## src/rtl/load_seq_gen.sv

```systemverilog
// Stimulus generator for props_chk: buffers words in a 2-deep FIFO, issues each as a
// one-cycle load into a loadable up-counter, and keeps the d/d_r/q/load view the checker binds to.
module load_seq_gen #(
    parameter int WIDTH    = 16,
    parameter int MODEL_ID = 1
) (
    input  logic             clk,
    input  logic             reset_n,
    input  logic             in_valid,
    input  logic [WIDTH-1:0] in_data,
    output logic             in_ready,
    input  logic             cnt_en,
    output logic             load,
    output logic [WIDTH-1:0] d,
    output logic [WIDTH-1:0] d_r,
    output logic [WIDTH-1:0] q,
    output logic             tc
);

    typedef enum logic [1:0] {IDLE, LOAD, RUN} state_e;

    localparam logic [WIDTH-1:0] ALL_ONES = '1;

    state_e           state_q, state_d;
    logic [WIDTH-1:0] mem_q [2];
    logic             wr_ptr_q, rd_ptr_q;
    logic [1:0]       count_q, count_d;
    logic             push, pop, wrap;
    logic [WIDTH-1:0] d_q, d_r_q, q_q;
    logic             tc_q;

    assign in_ready = (count_q != 2'd2);
    assign push     = in_valid && in_ready;
    assign wrap     = (state_q == RUN) && cnt_en && (q_q == ALL_ONES);
    assign count_d  = count_q + {1'b0, push} - {1'b0, pop};

    always_ff @(posedge clk or negedge reset_n) begin
        if (!reset_n) state_q <= IDLE;
        else          state_q <= state_d;
    end

    // RUN only exits on the wrapping increment; queued words wait for it.
    always_comb begin
        state_d = state_q;
        case (state_q)
            IDLE:    if (count_q != 2'd0) state_d = LOAD;
            LOAD:    state_d = RUN;
            RUN:     if (wrap) state_d = (count_q != 2'd0) ? LOAD : IDLE;
            default: state_d = IDLE;
        endcase
    end

    always_comb begin
        load = (state_q == LOAD);
        pop  = (state_d == LOAD);
    end

    always_ff @(posedge clk or negedge reset_n) begin
        if (!reset_n) begin
            count_q  <= 2'd0;
            wr_ptr_q <= 1'b0;
            rd_ptr_q <= 1'b0;
        end else begin
            count_q <= count_d;
            if (push) wr_ptr_q <= ~wr_ptr_q;
            if (pop)  rd_ptr_q <= ~rd_ptr_q;
        end
    end

    always_ff @(posedge clk) begin
        if (push) mem_q[wr_ptr_q] <= in_data;
    end

    always_ff @(posedge clk or negedge reset_n) begin
        if (!reset_n) begin
            d_q   <= '0;
            d_r_q <= '0;
            q_q   <= '0;
            tc_q  <= 1'b0;
        end else begin
            if (pop) d_q <= mem_q[rd_ptr_q];
            if (state_q == LOAD)
                q_q <= d_q;
            else if (state_q == RUN && cnt_en)
                q_q <= q_q + WIDTH'(1);
            tc_q <= wrap;
            // Model 1 tracks d every cycle; other models refresh d_r only as a load retires.
            if (MODEL_ID == 1 || state_q == LOAD) d_r_q <= d_q;
        end
    end

    assign d   = d_q;
    assign d_r = d_r_q;
    assign q   = q_q;
    assign tc  = tc_q;

endmodule

```

## config.mk

```make
export PLATFORM = sky130hd
export DESIGN_NAME = load_seq_gen
export DESIGN_NICKNAME = d
export VERILOG_FILES = /design/src/rtl/load_seq_gen.sv
export SDC_FILE = /design/constraint.sdc
export NUM_CORES = 1
export LEC_CHECK = 0
export BUFFER_PORTS_ARGS = -buffer_cell sky130_fd_sc_hd__buf_2
export CELL_PAD_IN_SITES_DETAIL_PLACEMENT = 1
export CELL_PAD_IN_SITES_GLOBAL_PLACEMENT = 2
export CORE_ASPECT_RATIO = 2
export CORE_MARGIN = 2
export CORE_UTILIZATION = 36
export CTS_BUF_LIST = sky130_fd_sc_hd__clkbuf_4 sky130_fd_sc_hd__clkbuf_8 sky130_fd_sc_hd__clkbuf_16
export DETAILED_ROUTE_END_ITERATION = 7
export PLACE_DENSITY = 0.89
export SETUP_SLACK_MARGIN = 0.02
export SLEW_MARGIN = 20
export SYNTH_ARGS = -nofsm -noshare
export SYNTH_HDL_FRONTEND = slang
export SYNTH_SLANG_ARGS = --single-unit
```

## constraint.sdc

```tcl
create_clock -name clk -period 2.85 [get_ports clk]
set_input_delay 0.1425 -clock clk [delete_from_list [all_inputs] [get_ports clk]]
set_output_delay 0.1425 -clock clk [all_outputs]
set_load 0.02 [all_outputs]
```

# Yosys cells after proc, flatten, opt, wreduce, memory -nomap -nowiden
# Memory sizes are Yosys's and may differ from the RTL's. A register that Yosys moved wholly into a read port is not among the register bits.
# Index checks and enable logic that the tools add are counted.
[word_totals] mem_bits_rw=32 wordCells=33 memories=1 out_inout_bits=51 register_bits=39
[classes] n_reduce_logical=7 mux=8 bitwise=2 eq_ne=5 add_sub_neg=3
[mem_list] name="mem_q" depth=2 width=16 rd=1 rd_clocked_by_memory_dff=1 wr=1 line_no="25" rtl="logic [WIDTH-1:0] mem_q [2];"
[ops] cell="$mux 16" n=2
[ops] cell="$add 16x1->16 const B" n=1
[ops] cell="$eq 16x16->1 const B" n=1
[ops] cell="$pmux 2 s3" n=1
[ops] cell="$eq 2x1->1 const B" n=2
[ops] cell="$mux 2" n=2
[ops] cell="$reduce_bool 2->1" n=2
[ops] cell="$logic_and 1x1->1" n=3
[ops] cell="$mux 1" n=3
[ops] cell="$add 2x1->2" n=1
[ops] cell="$eq 2x2->1 const B" n=1
[ops] cell="$logic_not 2->1" n=1
[ops] cell="$ne 2x2->1 const B" n=1
[ops] cell="$not 1->1" n=2
[ops] cell="$sub 2x1->2" n=1
[ops] cell="$logic_not 1->1" n=1

# Depth between registers and ports, before layout
[depth] depth_word=7 ltp_mapped=11 depth_no_buf=10

# Least setup slack after synthesis
# OpenSTA, ideal clock, no wires.
[synth_path] kind="register -> register" start="register q_q[0], in the netlist q[0]" end="register count_q[1]" required_ns=2.770 setup_ns=0.080 path_slack_ns=0.260 n_path_buf=1 period_less_slack_ns=2.590 path_stages_with_launch=12 arrival_time_ns=2.510 path_cell_list="dfrtp_1 -> ha_1 -> nand3_1 -> nor4_2 -> buf_2 -> nand2_1 -> a21oi_1 -> ha_1 -> inv_1 -> ha_1 -> xnor2_1 -> xnor2_1"
[synth_via] elab_chain_cells=6
[synth_rtl] element="from (decl)" line_no="29" rtl="logic [WIDTH-1:0] d_q, d_r_q, q_q;"
[synth_rtl] element="from (signal assigned)" line_no="83" rtl="q_q <= d_q;"
[synth_rtl] element="from (signal assigned)" line_no="85" rtl="q_q <= q_q + WIDTH'(1);"
[synth_rtl] element="$eq 16x16->1" line_no="34" rtl="assign wrap = (state_q == RUN) && cnt_en && (q_q == ALL_ONES);"
[synth_rtl] element="$logic_and 1x1->1" line_no="34"
[synth_rtl] element="$mux 2" line_no="48" rtl="RUN: if (wrap) state_d = (count_q != 2'd0) ? LOAD : IDLE;"
[synth_rtl] element="$pmux 2 s3" line_no="45" rtl="case (state_q)"
[synth_rtl] element="$eq 2x1->1" line_no="55" rtl="pop = (state_d == LOAD);"
[synth_rtl] element="$sub 2x1->2" line_no="35" rtl="assign count_d = count_q + {1'b0, push} - {1'b0, pop};"
[synth_rtl] element="net count_d[1]" line_no="27" rtl="logic [1:0] count_q, count_d;"
[synth_rtl] element="to (signal assigned)" line_no="64" rtl="count_q <= count_d;"
[synth_rtl] element="to (decl)" line_no="27"
# The timed path passes the listed nets, and every way through them passes these cells.
# A chain may end at the register's enable or synchronous reset.

# Worst setup path after layout
# Same ends and word-level chain as after synthesis.

==> metrics.md <==
| Metric | Value |
|---|---|
| Synth Area in XOR/XNOR | 0.00674 |
| Ratio of cells with drive above 1 in the final layout | 0.237 |
| Synth top area cells | dfrtp_1, edfxtp_1, mux2i_1, nor3_1, o2bb2ai_1 |
| Fin. Hold Viols | 0 |
| Main synth FF type | dfrtp_1 |
| Clk_skew | just over 7 ps |
| CTS Sinks | 87 |
| Cells on Worst Hold Path | 3 |
| Post_cts resized | 0 |
| Avg Inst Size Synth | 11.6 um^2 |
| Detailed Route WL | 9.99 mm |
| Pre-CTS setup slack | 500 ps |
| Sequential share of the synthesized area | 0.599 |
| Synth Area in Simple Gates | 0.155 |
| Switching power total | 2.53 mW |
| VDD IR-drop max | 0.380 mV |
| Dpl hpwl | between 7 and 8 mm |
| First-pass GRT wire length | approximately 16 mm |
| Setup total negative slack | 0 ps |
| CTS tree | built |
| Die height | roughly 150 um |
| Metal1 wirelength | 3.65 mm |
| Clk network pwr share | 0.205 |
| Antenna Cells | 0 |
| RSZ-0062 raised after global routing | no |
| CP Data Arrival Time | 2600 ps |
| Largest net degree at the start of global routing | 38 |
| Deepest clock path buffer count | 2 |
| Max-slew headroom | 0.367 |
| Async SR Flop Fraction | 0.632 |
| Effective utilization at floorplan | 0.370 |
| Final critical-path required period | approximately 2300 ps |
| Initial antenna violation count | 0 |
| Compound-Gate Fraction of Synth Area | 0.149 |
| Met2 WL | 5.73 mm |
| Die Wd | 77.6 um |
| Drt wl/cell | 17.7 um |
| WL met3 | 299 um |
| I/O pins | between 70 and 80 |
| Combinational power share | 0.417 |
| Clock transition at path regs | 60 ps |
| Die area | 0.0117 mm^2 |
| ANT nets after route | 0 |
| Iteration-0 DRC Markers | 126 |
| Vias in the first global route | approximately 3200 |
| Core area | 0.0105 mm^2 |
| PnR worst setup slack | just over 500 ps |
| Yosys top cell area share | 0.353 |
| Clock latency on the worst-skew pair | 340 ps |
| Vias per cell | 5.47 |
| Final nets | 445 |
| Period utilisation layout | 0.819 |
| Post-Synthesis Cell Area | about 0.0039 mm^2 |
| Syn Inst Count | around 340 |
| Sequential power share | 0.378 |
| Yosys warnings | 0 |
| DR vias | 3087 |
| Max_cap viols | 0 |
| Peak Freq | roughly 0.43 GHz |
| Largest family of logic cells by synthesized area | simple AND/OR/NAND/NOR gates |
| Port Buffers | 70 |
| Power, Total | 6.04 mW |
| Setup violations, final | 0 |
| Yosys cell types | 44 |
| Critical path capture point type | register |
| Total GRT Usage | 0.184 |
| Setup CP Type | register to register |
| Post-synth EDFFs | 32 |
| Core Rows | 53 |
| Post-Synth Adder-Cell Area | 0.00963 |
| Max-slew violations | 0 |
| 1st-pass router iterations | 5 |
| Pwr Density | 1230 mW/mm^2 |
| Switching share of power | 0.418 |
| Status | finished, final reports clean |
| DRC | 0 |
| Design Area, Final | 0.00492 mm^2 |
| Post-synthesis net count | 360 |
| GRT overflow | 0 |
| Routability cong. | 0.867 |
| DP Area | between 0.004 and 0.005 mm^2 |
| Root Buffer | clkbuf_16 |
| Post-synthesis register bit count | 87 |
| Multiplexer share of the synthesized area | 0.0539 |
| Leading area contributor after synthesis | dfrtp_1 |
| Worst hold-check path type | input pin to register |
| Critical path fanouts, max | 7 |
| Total number of H-tree levels | 3 |
| Least-Margin Pin Slew | approximately 950 ps |
| Pleak | roughly 2.0 nW |
| Area grow syn2layout | 26.3% |
| CTS Buf Count | 9 |
| Startpoint Class | register |
| Int Pwr | 3.51 mW |
| Crit path required time | 3120 ps |
| Uppermost routed layer | met4 |
| R2R depth | 10 |
-- flip-flops by register name, summed over array words and instances, names as in the netlist --
signal,flops
count_q,2
rd_ptr_q,1
d_r,16
mem_q,32
d,16
tc,1
wr_ptr_q,1
q,16
state_q,2
-- cell families (layout without fill, tap and decap cells) --
family	Yosys count	in the layout
buffers and inverters	25	115
xor gates and xnor gates	3	3
AOI/OAI and AO/OA	80	80
DFF	87	87
and+or+nand+nor	118	118
muxes	21	21
adders and majority gates	3	3
-- cell usage after synthesis, types with 2 or more instances --
cell	instances
a211oi_1	16
a21boi_0	2
a21o_1	2
a21oi_1	3
a221o_1	6
a22oi_1	2
and2_1	2
and3_1	2
buf_2	3
clkbuf_1	19
dfrtp_1	55
edfxtp_1	32
ha_1	3
mux2i_1	21
nand2_1	36
nand2b_1	4
nand3_1	7
nand4_1	7
nor2_1	7
nor3_1	36
nor4_1	4
o211ai_1	3
o21ai_0	4
o21ai_1	18
o2bb2ai_1	16
o311ai_1	4
or3_1	3
or4_1	2
xnor2_1	3
-- metrics by stage --
stage	cells	hold WS, ps	utilization
floorplan	337	-153	-
global placement	531	242	0.420
detailed placement	531	243	0.420
CTS	564	220	0.467
global route	564	239	0.467
finish	564	214	0.467
-- cells in the final DEF, fill, tap and decap left out, drive strengths merged, types with 2 or more instances in the layout --
cell type and n:
nand2b 4, edfxtp 32, or3 3, and2 3, o211ai 3, or4 3, clkinv 2, xnor2 3
o311ai 4, mux2i 21, a21boi 2, o21ai 22, nor4 5, a211oi 16, clkbuf 12, a21o 2
nor2 7, o2bb2ai 16, inv 3, a221o 6, ha 3, a21oi 3, dfrtp 55, dlygate4sd3 17
nand3 8, a22oi 2, buf 80, nor3 36, and3 2, nand4 7, nand2 36
-- worst max-delay path, cell delays in order, from the launching register on --
cell,delay [ps]
dfrtp_1,430
ha_1,270
nand3_1,210
nor4_4,330
nand2_1,120
a21oi_1,160
ha_1,250
inv_1,60
ha_1,150
xnor2_1,140
xnor2_1,130
-- layer usage --
layer,track usage,up-vias
met4,0.0920,0
met3,0.0405,22
li1,-,1461
met5,0,-
met2,0.347,65
met1,0.186,1539
-- final cells by class --
cell class	instances	area, um^2
Fill cell	1139	5620
Inverter	2	7.51
Sequential cell	87	2340
Timing Repair Buffer	97	608
Tap cell	137	171
Clock inverter	4	50.0
Clock buffer	12	272
Multi-Input combinational cell	225	1480
-- power groups by stage --
stage	clock, mW	combinational, mW	sequential [mW]
6_report	1.24	2.52	2.28
5_1_grt	1.32	2.79	2.36
4_1_cts	1.27	2.56	2.30
3_5_place_dp	0	2.52	2.32
3_3_place_gp	0	2.44	2.28
2_1_floorplan	0	1.47	2.48
-- final timing paths --
path | from | end | slack (ps)
max | q[0]$_DFFE_PN0P_ | count_q[1]$_DFF_PN0_ | 520
min | in_valid | wr_ptr_q$_DFFE_PN0P_ | 210
max reg2reg | q[0]$_DFFE_PN0P_ | count_q[1]$_DFF_PN0_ | 520
min reg2reg | d[8]$_DFFE_PN0N_ | d_r[8]$_DFF_PN0_ | 480
max in group asynchronous | reset_n | d_r[10]$_DFF_PN0_ | 1850
min in group asynchronous | reset_n | d_r[2]$_DFF_PN0_ | 400
-- repair_timing --
item	in CTS	in global routing
hold endpoints to repair	62	0
buffers inserted	0	0
hold buffers	17	0
(Power assumes the default switching activity.)
